### config.mk
export PLATFORM = sky130hd
export DESIGN_NAME = gf180mcu_fd_sc_mcu7t5v0__cellbist2
export DESIGN_NICKNAME = d
export VERILOG_FILES = /design/src/rtl/gf180mcu_fd_sc_mcu7t5v0__cellbist_pkg.sv /design/src/rtl/gf180mcu_fd_sc_mcu7t5v0__cellbist2_if.sv /design/src/rtl/gf180mcu_fd_sc_mcu7t5v0__cellbist2_core.sv /design/src/rtl/gf180mcu_fd_sc_mcu7t5v0__cellbist_misr.sv /design/src/rtl/gf180mcu_fd_sc_mcu7t5v0__cellbist2.sv
export SDC_FILE = /design/constraint.sdc
export NUM_CORES = 1
export LEC_CHECK = 0
export CORE_AREA = 5 5 73 49
export DETAILED_ROUTE_END_ITERATION = 6
export DIE_AREA = 0 0 78 54
export DONT_BUFFER_PORTS = 1
export PLACE_DENSITY = 0.62
export SYNTH_ARGS = -nofsm -noshare
export SYNTH_HDL_FRONTEND = slang
export SYNTH_HIERARCHICAL = 1
export SYNTH_SLANG_ARGS = --single-unit
export TNS_END_PERCENT = 50
### constraint.sdc
create_clock -name CLK -period 2.2 [get_ports CLK]
set_input_delay 0.66 -clock CLK [delete_from_list [all_inputs] [get_ports CLK]]
set_output_delay 0.66 -clock CLK [all_outputs]
set_load 0.02 [all_outputs]
### src/rtl/gf180mcu_fd_sc_mcu7t5v0__cellbist_pkg.sv
// Shared types and constants for the two-input cell BIST sequencer.
package gf180mcu_fd_sc_mcu7t5v0__cellbist_pkg;

  typedef enum logic [2:0] {
    ST_IDLE,
    ST_DRIVE,
    ST_SETTLE,
    ST_SAMPLE,
    ST_FIN
  } state_e;

  localparam logic [7:0] MISR_POLY   = 8'h71;
  localparam logic [2:0] ERR_CNT_SAT = 3'd7;

endpackage

### src/rtl/gf180mcu_fd_sc_mcu7t5v0__cellbist2_if.sv
// Stimulus/response bundle between the BIST sequencer and the cell under test.
// SIG exists only with GF180MCU_FD_SC_MCU7T5V0__CELLBIST_MISR_EN defined.
interface gf180mcu_fd_sc_mcu7t5v0__cellbist2_if;
  logic       start;
  logic       z;
  logic       a1;
  logic       a2;
  logic       busy;
  logic       done;
  logic       pass;
  logic [2:0] err_cnt;
  logic [1:0] fail_idx;
`ifdef GF180MCU_FD_SC_MCU7T5V0__CELLBIST_MISR_EN
  logic [7:0] sig;

  modport master (output start, z, input a1, a2, busy, done, pass, err_cnt, fail_idx, sig);
  modport slave  (input start, z, output a1, a2, busy, done, pass, err_cnt, fail_idx, sig);
`else
  modport master (output start, z, input a1, a2, busy, done, pass, err_cnt, fail_idx);
  modport slave  (input start, z, output a1, a2, busy, done, pass, err_cnt, fail_idx);
`endif
endinterface

### src/rtl/gf180mcu_fd_sc_mcu7t5v0__cellbist2_core.sv
// BIST sequencer: walks {A2,A1} through 0..3 for ROUNDS passes, compares Z to TRUTH.
// Instantiates the MISR when GF180MCU_FD_SC_MCU7T5V0__CELLBIST_MISR_EN is defined.
module gf180mcu_fd_sc_mcu7t5v0__cellbist2_core
  import gf180mcu_fd_sc_mcu7t5v0__cellbist_pkg::*;
#(
  parameter logic [3:0]  TRUTH  = 4'b1000,
  parameter int unsigned SETTLE = 2,
  parameter int unsigned ROUNDS = 1
) (
  input logic clk,
  input logic rst_n,
  gf180mcu_fd_sc_mcu7t5v0__cellbist2_if.slave bus
);
  localparam logic [3:0] SETTLE_LAST = 4'(SETTLE - 1);
  localparam logic [3:0] ROUND_LAST  = 4'(ROUNDS - 1);

  state_e     state_q;
  logic [1:0] idx_q, a_q, fidx_q;
  logic [3:0] round_q, cnt_q;
  logic [2:0] err_q;
  logic       busy_q, done_q, pass_q;
  logic       mismatch, last_vec;

  assign mismatch = (bus.z != TRUTH[idx_q]);
  assign last_vec = (idx_q == 2'd3) && (round_q == ROUND_LAST);

  always_ff @(posedge clk or negedge rst_n) begin
    if (!rst_n) begin
      state_q <= ST_IDLE;
      idx_q   <= '0;
      round_q <= '0;
      cnt_q   <= '0;
      a_q     <= '0;
      busy_q  <= 1'b0;
      done_q  <= 1'b0;
      pass_q  <= 1'b0;
      err_q   <= '0;
      fidx_q  <= '0;
    end else begin
      done_q <= 1'b0;
      unique case (state_q)
        ST_IDLE: if (bus.start) begin
          state_q <= ST_DRIVE;
          idx_q   <= '0;
          round_q <= '0;
          a_q     <= '0;
          busy_q  <= 1'b1;
          pass_q  <= 1'b0;
          err_q   <= '0;
          fidx_q  <= '0;
        end
        ST_DRIVE: begin
          state_q <= ST_SETTLE;
          cnt_q   <= SETTLE_LAST;
        end
        ST_SETTLE: begin
          if (cnt_q == '0) state_q <= ST_SAMPLE;
          else             cnt_q   <= cnt_q - 4'd1;
        end
        ST_SAMPLE: begin
          if (mismatch) begin
            if (err_q != ERR_CNT_SAT) err_q  <= err_q + 3'd1;
            if (err_q == '0)          fidx_q <= idx_q;
          end
          idx_q <= idx_q + 2'd1;
          if (idx_q == 2'd3) round_q <= round_q + 4'd1;
          // PASS must reflect this final sample too, so it uses the pre-update count.
          if (last_vec) begin
            state_q <= ST_FIN;
            a_q     <= '0;
            done_q  <= 1'b1;
            pass_q  <= (err_q == '0) && !mismatch;
          end else begin
            state_q <= ST_DRIVE;
            a_q     <= idx_q + 2'd1;
          end
        end
        ST_FIN: begin
          state_q <= ST_IDLE;
          busy_q  <= 1'b0;
        end
        default: state_q <= ST_IDLE;
      endcase
    end
  end

  assign bus.a1       = a_q[0];
  assign bus.a2       = a_q[1];
  assign bus.busy     = busy_q;
  assign bus.done     = done_q;
  assign bus.pass     = pass_q;
  assign bus.err_cnt  = err_q;
  assign bus.fail_idx = fidx_q;

`ifdef GF180MCU_FD_SC_MCU7T5V0__CELLBIST_MISR_EN
  gf180mcu_fd_sc_mcu7t5v0__cellbist_misr u_misr (
    .clk   (clk),
    .rst_n (rst_n),
    .clr_i ((state_q == ST_IDLE) && bus.start),
    .en_i  (state_q == ST_SAMPLE),
    .z_i   (bus.z),
    .sig_o (bus.sig)
  );
`endif
endmodule

### src/rtl/gf180mcu_fd_sc_mcu7t5v0__cellbist_misr.sv
// 8-bit signature register compacting the sampled Z stream of one run.
module gf180mcu_fd_sc_mcu7t5v0__cellbist_misr
  import gf180mcu_fd_sc_mcu7t5v0__cellbist_pkg::*;
(
  input  logic       clk,
  input  logic       rst_n,
  input  logic       clr_i,
  input  logic       en_i,
  input  logic       z_i,
  output logic [7:0] sig_o
);
  logic [7:0] sig_q, sig_d;

  always_comb begin
    sig_d = sig_q;
    if (clr_i) begin
      sig_d = '0;
    end else if (en_i) begin
      sig_d = {sig_q[6:0], 1'b0} ^ (sig_q[7] ? MISR_POLY : 8'h00) ^ {7'b0, z_i};
    end
  end

  always_ff @(posedge clk or negedge rst_n) begin
    if (!rst_n) sig_q <= '0;
    else        sig_q <= sig_d;
  end

  assign sig_o = sig_q;
endmodule

### src/rtl/gf180mcu_fd_sc_mcu7t5v0__cellbist2.sv
// Two-input cell BIST top with cell-library port names.
// Optional SIG output with GF180MCU_FD_SC_MCU7T5V0__CELLBIST_MISR_EN defined.
module gf180mcu_fd_sc_mcu7t5v0__cellbist2 #(
  parameter logic [3:0]  TRUTH  = 4'b1000,
  parameter int unsigned SETTLE = 2,
  parameter int unsigned ROUNDS = 1
) (
  input  logic       CLK,
  input  logic       RN,
  input  logic       START,
  input  logic       Z,
  output logic       A1,
  output logic       A2,
  output logic       BUSY,
  output logic       DONE,
  output logic       PASS,
  output logic [2:0] ERR_CNT,
  output logic [1:0] FAIL_IDX
`ifdef GF180MCU_FD_SC_MCU7T5V0__CELLBIST_MISR_EN
  ,
  output logic [7:0] SIG
`endif
);
  gf180mcu_fd_sc_mcu7t5v0__cellbist2_if bus ();

  assign bus.start = START;
  assign bus.z     = Z;
  assign A1        = bus.a1;
  assign A2        = bus.a2;
  assign BUSY      = bus.busy;
  assign DONE      = bus.done;
  assign PASS      = bus.pass;
  assign ERR_CNT   = bus.err_cnt;
  assign FAIL_IDX  = bus.fail_idx;
`ifdef GF180MCU_FD_SC_MCU7T5V0__CELLBIST_MISR_EN
  assign SIG       = bus.sig;
`endif

  gf180mcu_fd_sc_mcu7t5v0__cellbist2_core #(
    .TRUTH  (TRUTH),
    .SETTLE (SETTLE),
    .ROUNDS (ROUNDS)
  ) u_core (
    .clk   (CLK),
    .rst_n (RN),
    .bus   (bus.slave)
  );
endmodule

==> key figures, run 1 <==
Logic synthesis
  • Mapped Nets: approximately 130
  • Register area share after synthesis: 47.9%
  • Synthesized flop and latch total: 23
  • Post-synth top area cell: dfrtp_1
  • Syn avg cell area: ~11 um2
  • Ys flop type: dfrtp_1
  • Ys async rst share: between 90% and 100%
  • Ranking of synthesized cells by area: dfrtp_1 48%, ha_1 8.3%, mux2i_1 7.5%, inv_1 3.4%, nand2_1 3.4%
  • Post-synth cell types: 32
  • Post-synth EDFFs: 0
  • Post-Syn Instances: roughly 110
  • Synth warn: 6
  • Yosys top cell area share: 47.9%
  • Post-Syn Area: 1200 um2

Setup path
  • R2R Path Start: u_core/state_q[0]
  • CP arrival: 2.01 ns
  • Required time of the critical path: about 2.4 ns
  • CP max FO: 11
  • Crit Path Category: reg -> reg
  • Crit end category: flip-flop
  • Crit path from: u_core/state_q[0]
  • CP startpoint kind: flip-flop

Routing
  • Routed vias/inst: 5.36
  • Remaining DRCs: 0
  • DR vias: ~800
  • WL/cell: between 10 and 15 um
  • Drt first pass iters: 4
  • Post-route ant nets: 0
  • Total Wirelength: 2.12 mm
  • DR iter-0 viols: 56

Timing
  • Final Hold Vio Count: 0
  • Setup_tns: 0 ns
  • Minimum clock period: roughly 1.8 ns
  • RSZ-0062 raised after global routing: false
  • PnR worst setup slack: 0.382 ns
  • Worst hold slack: 0.0789 ns
  • Clk_skew: 0.00660 ns
  • Rel. slew slack: a little under three fifths
  • Post-route clock period utilization: ~83%
  • Final Max Slew Viols: 0
  • # setup viols final: 0
  • Slew @ Worst Pin: ~0.65 ns
  • Fmax: 0.550 GHz

Final layout
  • Layout cells sized above 1: ~9%
  • Layout Cells excl Fill: 149
  • Most common cell after layout, fill and taps aside: dfrtp_1
  • Post-layout util: 42.9%
  • Nets: roughly 130
  • Synthesis-to-finish area growth: 4.89%
  • Finished Cell Area: ~1300 um2
  • Most frequent cells in the layout: 23 x dfrtp_1, 11 x inv_1, 11 x nand2_1, 9 x mux2i_1, 8 x ha_1
  • # diodes: 0

Clock network
  • Clk Latency, worst-skew pair: approximately 0.26 ns
  • Post-CTS Hold Fix Bufs: 0
  • H-tree depth: 1
  • Worst-path clk slew: about 0.080 ns
  • Clock buffer depth: 2
  • CTS tree: built
  • Post-CTS sizing: 0
  • Postcts setup bufs: 0
  • Clock sink count: 23
  • TritonCTS Buffers: 3
  • CTS Root Cell: clkbuf_8

Outcome
  • Outcome: complete, no violations

Power and ir drop
  • PnR Total Power: about 1.8 mW
  • VDD IR-drop max: about 350 uV
  • Leak: 0.597 nW
  • Power per cell area: approximately 1400 nW/um2

Worst hold path
  • Tightest Hold Check Type: in -> async

Die
  • Die area: roughly 4200 um2
  • I/O Pins: 14
  • Die Wd: approximately 78 um
  • Die height: around 54 um
  • Core area: ~2900 um2
  • Initial Util: 40.9%
  • Row count: 16

Global routing
  • Number of global-route vias before repair: approximately 750
  • First-pass GRT wire length: between 3 and 4 mm
  • Tot GR Track Use: between 10% and 20%
  • Largest net degree at the start of global routing: 24
  • GRT overflow: 0
  • Initial antenna violation count: 0

Placement
  • Hpwl dp: approximately 1.5 mm
  • Setup WS pre-CTS: 0.427 ns
  • # port buffers: 0
  • Dpl cell area: 1210 um2
  • Cells after DPL: roughly 150
  • Placer Congestion: about 0.75

Run
  • Max cap viols: 0
[logic make-up (layout without fill, tap and decap cells)]
family,count (synthesis),in the layout,synth area share [%]
muxes,10,10,8.43
xor gates and xnor gates,2,2,1.46
DFF,23,23,47.9
adders and majority gates,8,8,8.32
AOI/OAI and AO/OA,13,13,7.28
buffers and inverters,17,16,6.76
and+or+nand+nor,41,41,19.9
[flip-flops by register name, indices dropped and copies added (netlist names)]
| name | cells |
|---|---|
| u_core/bus.done | 1 |
| u_core/idx_q | 2 |
| u_core/state_q | 3 |
| u_core/a_q | 2 |
| u_core/bus.err_cnt | 3 |
| u_core/bus.busy | 1 |
| u_core/round_q | 4 |
| u_core/bus.pass | 1 |
| u_core/cnt_q | 4 |
| u_core/bus.fail_idx | 2 |
[critical path, stage by stage (launching register included)]
cell	delay, ns
dfrtp_1	0.55
nand3b_1	0.28
nor4b_1	0.66
mux2i_1	0.25
[layer usage]
layer  GRT usage [%]  vias up  share of wire (%)
li1                -      391                  -
met1            16.4      393                 51
met2            15.5       13                 45
met3            4.68        2                4.4
met4            2.53        0               0.38
met5               0        -                  0
[layout make-up]
type	count	area [um2]
fillers	271	1680
flip-flops and latches	23	576
multi-input cells	74	546
well taps	36	45.0
clock buffers	3	41.3
inverters	11	41.3
repair buffers	1	7.51
clock inverters	1	5.00
[cell usage after synthesis, types with 3 or more instances]
master and count:
dfrtp_1 23, inv_1 11, nand2_1 11, mux2i_1 9, ha_1 8, nand3_1 7
nor2_1 6, a21oi_1 3, o21ai_0 3
[power by group]
part           switching, mW  total [mW]  leakage, nW  internal [mW]
Sequential             0.247       0.832        0.296          0.585
Combinational          0.351       0.675        0.276          0.324
Clock                  0.134       0.260       0.0255          0.126
[worst paths after layout]
check	endpoint	slack [ns]	cells past startpoint
max in group asynchronous	u_core/bus.err_cnt[2]	2.04	0
min in group CLK	u_core/round_q[2]	0.51	1
min	u_core/cnt_q[2]	0.08	0
max	u_core/bus.fail_idx[1]	0.38	3
min reg2reg	u_core/round_q[2]	0.51	1
max reg2reg	u_core/bus.fail_idx[1]	0.38	3
Power figures use the tool's default switching activity.
==> inputs of run 2 (changes only) <==
--- a/config.mk
+++ b/config.mk
@@ -9,7 +9,7 @@
 export DETAILED_ROUTE_END_ITERATION = 6
 export DIE_AREA = 0 0 78 54
 export DONT_BUFFER_PORTS = 1
-export PLACE_DENSITY = 0.62
+export PLACE_DENSITY = 0.64
 export SYNTH_ARGS = -nofsm -noshare
 export SYNTH_HDL_FRONTEND = slang
 export SYNTH_HIERARCHICAL = 1
==> constraint.sdc (replaced) <==
create_clock -name CLK -period 1.5 [get_ports CLK]
set_input_delay 0.45 -clock CLK [delete_from_list [all_inputs] [get_ports CLK]]
set_output_delay 0.45 -clock CLK [all_outputs]
set_load 0.02 [all_outputs]
==> run 2 against run 1 <==
The flow now finishes with violations (setup timing). Critical path depth stayed put. Non-clock buffer count is 23 higher. Sequential share of layout area decreased by 8.9 points. Clock power rose by 46%. Via count up 13%. Register-to-register slack got worse by 0.39 ns. Worst setup slack lost 0.39 ns. Die area unchanged. Count of clock-buffer cells in the layout unchanged. Routed wire length rose by 26%. Highest routed layer unchanged.
==> key figures, run 2 (synthesis results as in run 1) <==
Final layout
  • Most frequent cells in the layout: 21 x dfrtp_1, 20 x buf_4, 11 x nand2_1, 9 x inv_1, 8 x mux2i_1 (was 23 x dfrtp_1, 11 x inv_1, 11 x nand2_1, 9 x mux2i_1, 8 x ha_1)
  • Area of the multi-input gates: 662 um2 (was 546 um2)
  • Nets: 149 (was 126)
  • Layout Cells excl Fill: 172 (was 149)
  • Layout cells sized above 1: 36.0% (was 8.85%)
  • Synthesis-to-finish area growth: 31.0% (was 4.89%)
  • # diodes: 0 (unchanged)
  • Most common cell after layout, fill and taps aside: dfrtp_1 (unchanged)
  • Fill cell count: 252 (was 271)
  • Post-layout util: 53.5% (was 42.9%)
  • Regs by FF count: u_core/cnt_q x4, u_core/round_q x4 (unchanged)
  • Register Area: 578 um2 (was 576 um2)

Timing
  • Final Max Slew Viols: 0 (unchanged)
  • Rel. slew slack: 74.4% (was 56.4%)
  • RSZ-0062 raised after global routing: true (was false)
  • Clk_skew: 0.00657 ns (was 0.00660 ns)
  • Fmax: 0.665 GHz (was 0.550 GHz)
  • Slew @ Worst Pin: 0.378 ns (was 0.646 ns)
  • Setup_tns: -0.0105 ns (was 0 ns)
  • PnR worst setup slack: -0.00431 ns (was 0.382 ns)
  • Final Hold Vio Count: 0 (unchanged)
  • # setup viols final: 3 (was 0)
  • Post-route clock period utilization: 100% (was 82.6%)
  • Minimum clock period: 1.50 ns (was 1.82 ns)

Setup path
  • R2R Path Start: u_core/state_q[2] (was u_core/state_q[0])
  • CP max FO: 6 (was 11)
  • CP startpoint kind: flip-flop (unchanged)
  • Required time of the critical path: 1.66 ns (was 2.39 ns)
  • R2r setup slk: -0.004 ns (was 0.38 ns)
  • CP arrival: 1.66 ns (was 2.01 ns)
  • Crit end category: flip-flop (unchanged)
  • Reg2reg end: u_core/a_q[1] (was u_core/bus.fail_idx[1])
  • FF-to-FF path depth: 3 (unchanged)
  • Crit Path Category: reg -> reg (unchanged)

Clock network
  • TritonCTS Buffers: 3 (unchanged)
  • CTS Root Cell: clkbuf_8 (unchanged)
  • CTS tree: built (unchanged)
  • Clock buffer depth: 2 (unchanged)
  • H-tree depth: 1 (unchanged)
  • Clk Latency, worst-skew pair: 0.26 ns (about the same)
  • Worst-path clk slew: 0.08 ns (about the same)
  • Clock sink count: 23 (unchanged)

Global routing
  • GRT overflow: 0 (unchanged)
  • Tot GR Track Use: 13.3% (was 11.3%)
  • Number of global-route vias before repair: 936 (was 749)
  • Largest net degree at the start of global routing: 24 (unchanged)
  • First-pass GRT wire length: 4.33 mm (was 3.67 mm)
  • Initial antenna violation count: 0 (unchanged)

Die
  • Row count: 16 (unchanged)
  • I/O Pins: 14 (unchanged)
  • Die height: 54 um (unchanged)
  • Initial Util: 40.9% (unchanged)
  • Core area: 2940 um2 (unchanged)
  • Die Wd: 78 um (unchanged)
  • Die area: 4210 um2 (unchanged)

Power and ir drop
  • Leak: 0.728 nW (was 0.597 nW)
  • Sw power: 1.31 mW (was 0.732 mW)
  • Sw Ratio: 40.6% (was 41.4%)
  • Power per cell area: 2060 nW/um2 (was 1400 nW/um2)
  • VDD IR-drop max: 1070 uV (was 350 uV)
  • Comb pwr share: 51.5% (was 38.2%)
  • Clock power share: 11.7% (was 14.7%)
  • Sequential power share: 36.8% (was 47.1%)
  • P_int: 1.92 mW (was 1.04 mW)

Worst hold path
  • HP Start: START
  • Hold path cells: 2
  • Tightest Hold Check Type: in -> reg (was in -> async)
  • Hold-critical path endpoint: u_core/bus.busy

Routing
  • Remaining DRCs: 0 (unchanged)
  • Post-route ant nets: 0 (unchanged)
  • Drt first pass iters: 3 (was 4)
  • DR iter-0 viols: 36 (was 56)
  • Total Wirelength: 2.66 mm (was 2.12 mm)
  • WL/cell: 15.5 um (was 14.2 um)
  • Routed vias/inst: 5.26 (was 5.36)
  • DR vias: 905 (was 799)

Placement
  • Cells after DPL: 161 (was 145)
  • Hpwl dp: 1.79 mm (was 1.54 mm)
  • # port buffers: 0 (unchanged)
  • Setup WS pre-CTS: -0.0439 ns (was 0.427 ns)
  • Placer Congestion: 0.746 (about the same)

Run
  • Max cap viols: 0 (unchanged)

Outcome
  • Violated checks: setup timing
  • Outcome: finished, violations left (was complete, no violations)
run 2: power groups by stage:
stage               Clock, mW  Combinational, mW  Sequential [mW]
finish                  0.379               1.67             1.19
global route            0.429               1.84             1.23
CTS                     0.396               1.38             1.17
detailed placement          0               1.31             1.17
global placement            0               1.26             1.16
floorplan                   0              0.920             1.16
run 2: repair_timing:
item,in CTS,in global routing
setup endpoints to repair,8,15
buffers inserted,1,4
endpoints found under the hold margin,23,23
pin swaps,1,2
gates resized for setup,6,16
run 2: worst max-delay path by stage:
| stage | endpoint | depth (start not counted) | slack, ns | startpoint |
|---|---|---|---|---|
| 2_1_floorplan | u_core/a_q[0] | 4 | -0.005 | u_core/state_q[2] |
| 3_3_place_gp | u_core/a_q[1] | 3 | 0.01 | u_core/state_q[2] |
| 3_5_place_dp | u_core/cnt_q[0] | 5 | -0.04 | u_core/cnt_q[1] |
| 4_1_cts | u_core/a_q[0] | 3 | 0.0009 | u_core/state_q[2] |
| 5_1_grt | u_core/cnt_q[0] | 5 | -0.05 | u_core/cnt_q[1] |
| 6_report | u_core/a_q[1] | 3 | -0.004 | u_core/state_q[2] |
run 2: metal layers:
layer | track usage, % | routed length, um | vias up
li1 | - | - | 446
met1 | 16.0 | 1280 | 443
met2 | 23.0 | 1240 | 12
met3 | 4.68 | 100 | 4
met4 | 3.37 | 29 | 0
met5 | 0 | 0 | -
run 2: worst max-delay path, stage by stage, from the launching register on:
cell and delay (ns):
dfrtp_1 0.43, or4b_4 0.58, and2_4 0.20, a32o_1 0.20
run 2: cell type report:
type	count	share of cell area, %
clock inverters	1	0.318
well taps	36	2.86
inverters	11	2.62
multi-input cells	74	42.0
flip-flops and latches	23	36.7
repair buffers	24	12.9
clock buffers	3	2.62
run 2: stage by stage:
step / instance area (um2) / power (mW) / hold slack, ns
finish: 1580 / 3.24 / 0.371
global route: 1580 / 3.50 / 0.361
CTS: 1430 / 2.94 / -0.139
detailed placement: 1350 / 2.48 / 0.155
global placement: 1350 / 2.42 / 0.155
floorplan: 1220 / 2.08 / 0.154
==> inputs of run 3 (changes only) <==
--- a/config.mk
+++ b/config.mk
@@ -5,13 +5,12 @@
 export SDC_FILE = /design/constraint.sdc
 export NUM_CORES = 1
 export LEC_CHECK = 0
-export CORE_AREA = 5 5 73 49
+export CORE_AREA = 5 5 74 49
 export DETAILED_ROUTE_END_ITERATION = 6
-export DIE_AREA = 0 0 78 54
+export DIE_AREA = 0 0 79 54
 export DONT_BUFFER_PORTS = 1
+export GPL_TIMING_DRIVEN = 0
 export PLACE_DENSITY = 0.64
 export SYNTH_ARGS = -nofsm -noshare
 export SYNTH_HDL_FRONTEND = slang
-export SYNTH_HIERARCHICAL = 1
 export SYNTH_SLANG_ARGS = --single-unit
-export TNS_END_PERCENT = 50
==> run 3 against run 2 <==
The flow still finishes with violations (setup timing). Utilization fell by 2.1 points. Area after synthesis grew 2.5%. Clock skew fell by 0.0037 ns. Final cell count fell by 2.3%. Critical path depth up 2. Critical path type unchanged. Largest cell class unchanged. Highest routed layer is now met3.
==> key figures, run 3 <==
Outcome
  • Outcome: finished, violations left (unchanged)
  • Violated checks: setup timing (unchanged)

Power and ir drop
  • Sequential power share: 58.7% (was 36.8%)
  • Leak: 0.704 nW (was 0.728 nW)
  • Power per cell area: 957 nW/um2 (was 2060 nW/um2)
  • PnR Total Power: 1.47 mW (was 3.24 mW)
  • VDD IR-drop max: 575 uV (was 1070 uV)
  • Comb pwr share: 15.2% (was 51.5%)
  • P_int: 0.992 mW (was 1.92 mW)
  • Sw Ratio: 32.5% (was 40.6%)
  • Sw power: 0.477 mW (was 1.31 mW)
  • Clock power share: 26.1% (was 11.7%)

Run
  • Max cap viols: 0 (unchanged)

Clock network
  • TritonCTS Buffers: 3 (unchanged)
  • CTS Root Cell: clkbuf_8 (unchanged)
  • Clock buffer depth: 2 (unchanged)
  • CTS tree: built (unchanged)
  • Worst-path clk slew: 0.08 ns (about the same)
  • Clk Latency, worst-skew pair: 0.26 ns (about the same)
  • H-tree depth: 1 (unchanged)
  • Clock sink count: 23 (unchanged)

Worst hold path
  • Hold path cells: 2 (unchanged)
  • Hold-critical path endpoint: u_core.bus.busy (was u_core/bus.busy)
  • HP Start: START (unchanged)
  • Tightest Hold Check Type: in -> reg (unchanged)

Final layout
  • Finished Cell Area: 1540 um2 (was 1580 um2)
  • Regs by FF count: u_core.cnt_q x4, u_core.round_q x4 (was u_core/cnt_q x4, u_core/round_q x4)
  • Post-layout util: 51.5% (was 53.5%)
  • Synthesis-to-finish area growth: 24.6% (was 31.0%)
  • # diodes: 0 (unchanged)
  • Nets: 145 (was 149)
  • Area of the multi-input gates: 667 um2 (was 662 um2)
  • Most common cell after layout, fill and taps aside: dfrtp_1 (unchanged)
  • Layout cells sized above 1: 31.1% (was 36.0%)
  • Most frequent cells in the layout: 21 x dfrtp_1, 14 x nand2_1, 10 x mux2i_1, 9 x nand3_1, 9 x buf_4 (was 21 x dfrtp_1, 20 x buf_4, 11 x nand2_1, 9 x inv_1, 8 x mux2i_1)
  • Fill cell count: 265 (was 252)
  • Layout Cells excl Fill: 168 (was 172)
  • Register Area: 578 um2 (unchanged)

Placement
  • Hpwl dp: 1.63 mm (was 1.79 mm)
  • Cells after DPL: 153 (was 161)
  • Placer Congestion: 0.759 (was 0.746)
  • Dpl cell area: 1280 um2 (was 1350 um2)
  • # port buffers: 0 (unchanged)

Global routing
  • Number of global-route vias before repair: 783 (was 936)
  • Initial antenna violation count: 0 (unchanged)
  • GRT overflow: 0 (unchanged)
  • First-pass GRT wire length: 3.80 mm (was 4.33 mm)
  • Tot GR Track Use: 12.2% (was 13.3%)
  • Largest net degree at the start of global routing: 24 (unchanged)

Timing
  • Final Hold Vio Count: 0 (unchanged)
  • PnR worst setup slack: -0.0415 ns (was -0.00431 ns)
  • Slew @ Worst Pin: 0.414 ns (was 0.378 ns)
  • Final Max Slew Viols: 0 (unchanged)
  • Rel. slew slack: 72.3% (was 74.4%)
  • Clk_skew: 0.00290 ns (was 0.00657 ns)
  • Fmax: 0.649 GHz (was 0.665 GHz)
  • Minimum clock period: 1.54 ns (was 1.50 ns)
  • # setup viols final: 15 (was 3)
  • Post-route clock period utilization: 103% (was 100%)
  • Setup_tns: -0.270 ns (was -0.0105 ns)
  • RSZ-0062 raised after global routing: true (unchanged)

Logic synthesis
  • Most frequent cell after synthesis: dfrtp_1 (unchanged)
  • Synth warn: 0 (was 6)
  • Post-synth cell types: 31 (was 32)
  • Post-Syn Area: 1230 um2 (was 1200 um2)
  • Yosys top cell area share: 46.7% (was 47.9%)
  • Ys async rst share: 100% (unchanged)
  • Syn avg cell area: 10.5 um2 (about the same)
  • Synthesized flop and latch total: 23 (unchanged)
  • Ranking of synthesized cells by area: dfrtp_1 47%, ha_1 8.1%, mux2i_1 8.1%, nand2_1 4.3%, nand3_1 3.7% (was dfrtp_1 48%, ha_1 8.3%, mux2i_1 7.5%, inv_1 3.4%, nand2_1 3.4%)
  • Post-synth EDFFs: 0 (unchanged)
  • Post-Syn Instances: 117 (was 114)
  • Mapped Nets: 129 (was 126)
  • Post-synth top area cell: dfrtp_1 (unchanged)
  • Post-synth top cells: 23 x dfrtp_1, 14 x nand2_1, 11 x inv_1 (was 23 x dfrtp_1, 11 x inv_1, 11 x nand2_1)
  • Register area share after synthesis: 46.7% (was 47.9%)
  • Ys flop type: dfrtp_1 (unchanged)

Setup path
  • Crit Path Category: reg -> reg (unchanged)
  • FF-to-FF path depth: 5 (was 3)
  • R2r setup slk: -0.04 ns (was -0.004 ns)
  • CP arrival: 1.73 ns (was 1.66 ns)
  • Required time of the critical path: 1.69 ns (was 1.66 ns)
  • Crit end category: flip-flop (unchanged)
  • CP startpoint kind: flip-flop (unchanged)
  • R2R Path Start: u_core.round_q[1] (was u_core/state_q[2])
  • Reg2reg end: u_core.bus.pass (was u_core/a_q[1])
  • CP max FO: 4 (was 6)

Die
  • Die area: 4270 um2 (was 4210 um2)
  • Die Wd: 79 um (was 78 um)
  • Row count: 16 (unchanged)
  • Die height: 54 um (unchanged)
  • Core area: 2980 um2 (was 2940 um2)
  • I/O Pins: 14 (unchanged)
  • Initial Util: 41.3% (was 40.9%)

Routing
  • DR vias: 863 (was 905)
  • Remaining DRCs: 0 (unchanged)
  • Post-route ant nets: 0 (unchanged)
  • WL/cell: 14.4 um (was 15.5 um)
  • Drt first pass iters: 4 (was 3)
  • Total Wirelength: 2.43 mm (was 2.66 mm)
  • DR iter-0 viols: 41 (was 36)
  • Routed vias/inst: 5.14 (was 5.26)
[run 3: cell count changes in the layout (fill, tap and decap cells not counted), moves of 3 or more]
| cell | delta |
|---|---|
| buf_6 | +3 |
| nand3_1 | +3 |
| buf_4 | -11 |
| o21ai_1 | +4 |
| nand2_1 | +3 |
[run 3: what timing repair did]
item                                    CTS  global route
gates resized for setup                  14             9
buffers inserted                          5             5
pin swaps                                 4             3
hold endpoints to repair                 23            23
endpoints found under the setup margin   15            16
[run 3: logic make-up (layout without fill, tap and decap cells)]
group | count (synthesis) | count (layout) | synth area share [%]
flip-flops | 23 | 23 | 46.7
buffers and inverters | 17 | 32 | 7.31
AND/OR/NAND/NOR | 44 | 44 | 21.7
AO/OA/AOI/OAI | 12 | 12 | 5.68
adder cells (fa/ha/maj) | 8 | 8 | 8.12
multiplexers | 11 | 11 | 9.04
XOR/XNOR | 2 | 2 | 1.42
[run 3: worst max path at each step]
stage,from,to,slack (ns),depth (start not counted)
6_report,u_core.round_q[1],u_core.bus.pass,-0.04,5
5_1_grt,u_core.round_q[1],u_core.bus.pass,-0.15,5
2_1_floorplan,u_core.bus.err_cnt[1],u_core.bus.err_cnt[0],0.002,5
4_1_cts,u_core.idx_q[1],u_core.bus.pass,-0.04,4
3_5_place_dp,u_core.idx_q[0],u_core.bus.pass,-0.15,4
3_3_place_gp,u_core.idx_q[0],u_core.bus.pass,-0.16,4
[run 3: cell type report]
class | instances | share of cell area (%)
Buffer | 5 | 3.26
Clock buffer | 4 | 2.93
Inverter | 11 | 2.69
Multi-Input combinational cell | 77 | 43.4
Sequential cell | 23 | 37.7
Tap cell | 36 | 2.93
Timing Repair Buffer | 12 | 7.09
[run 3: worst max-delay path, cell delays in order (launching register included)]
cell     delay (ns)
dfrtp_1        0.40
inv_2          0.08
ha_4           0.11
or4bb_4        0.56
nor2_4         0.14
mux2i_1        0.18
[run 3: power groups by stage]
| stage | sequential, mW | combinational (mW) | clock (mW) |
|---|---|---|---|
| finish | 0.863 | 0.223 | 0.384 |
| global route | 0.876 | 0.263 | 0.419 |
| CTS | 0.866 | 0.204 | 0.394 |
| detailed placement | 0.862 | 0.173 | 0 |
| global placement | 0.857 | 0.153 | 0 |
| floorplan | 0.839 | 0.136 | 0 |
[run 3: per-layer routing]
layer,track usage (%),up-vias,share of wire [%]
met4,2.57,0,0
met2,18.2,10,44
met5,0,-,0
li1,-,427,-
met1,16.6,426,52
met3,4.85,0,3.9
[run 3: per-stage QoR]
stage                     hold WS (ns)  setup WS [ns]
after floorplan                  0.154        0.00151
after global placement           0.156         -0.158
after detailed placement         0.155         -0.146
after CTS                       -0.134        -0.0402
after global routing             0.378         -0.147
final                            0.375        -0.0415
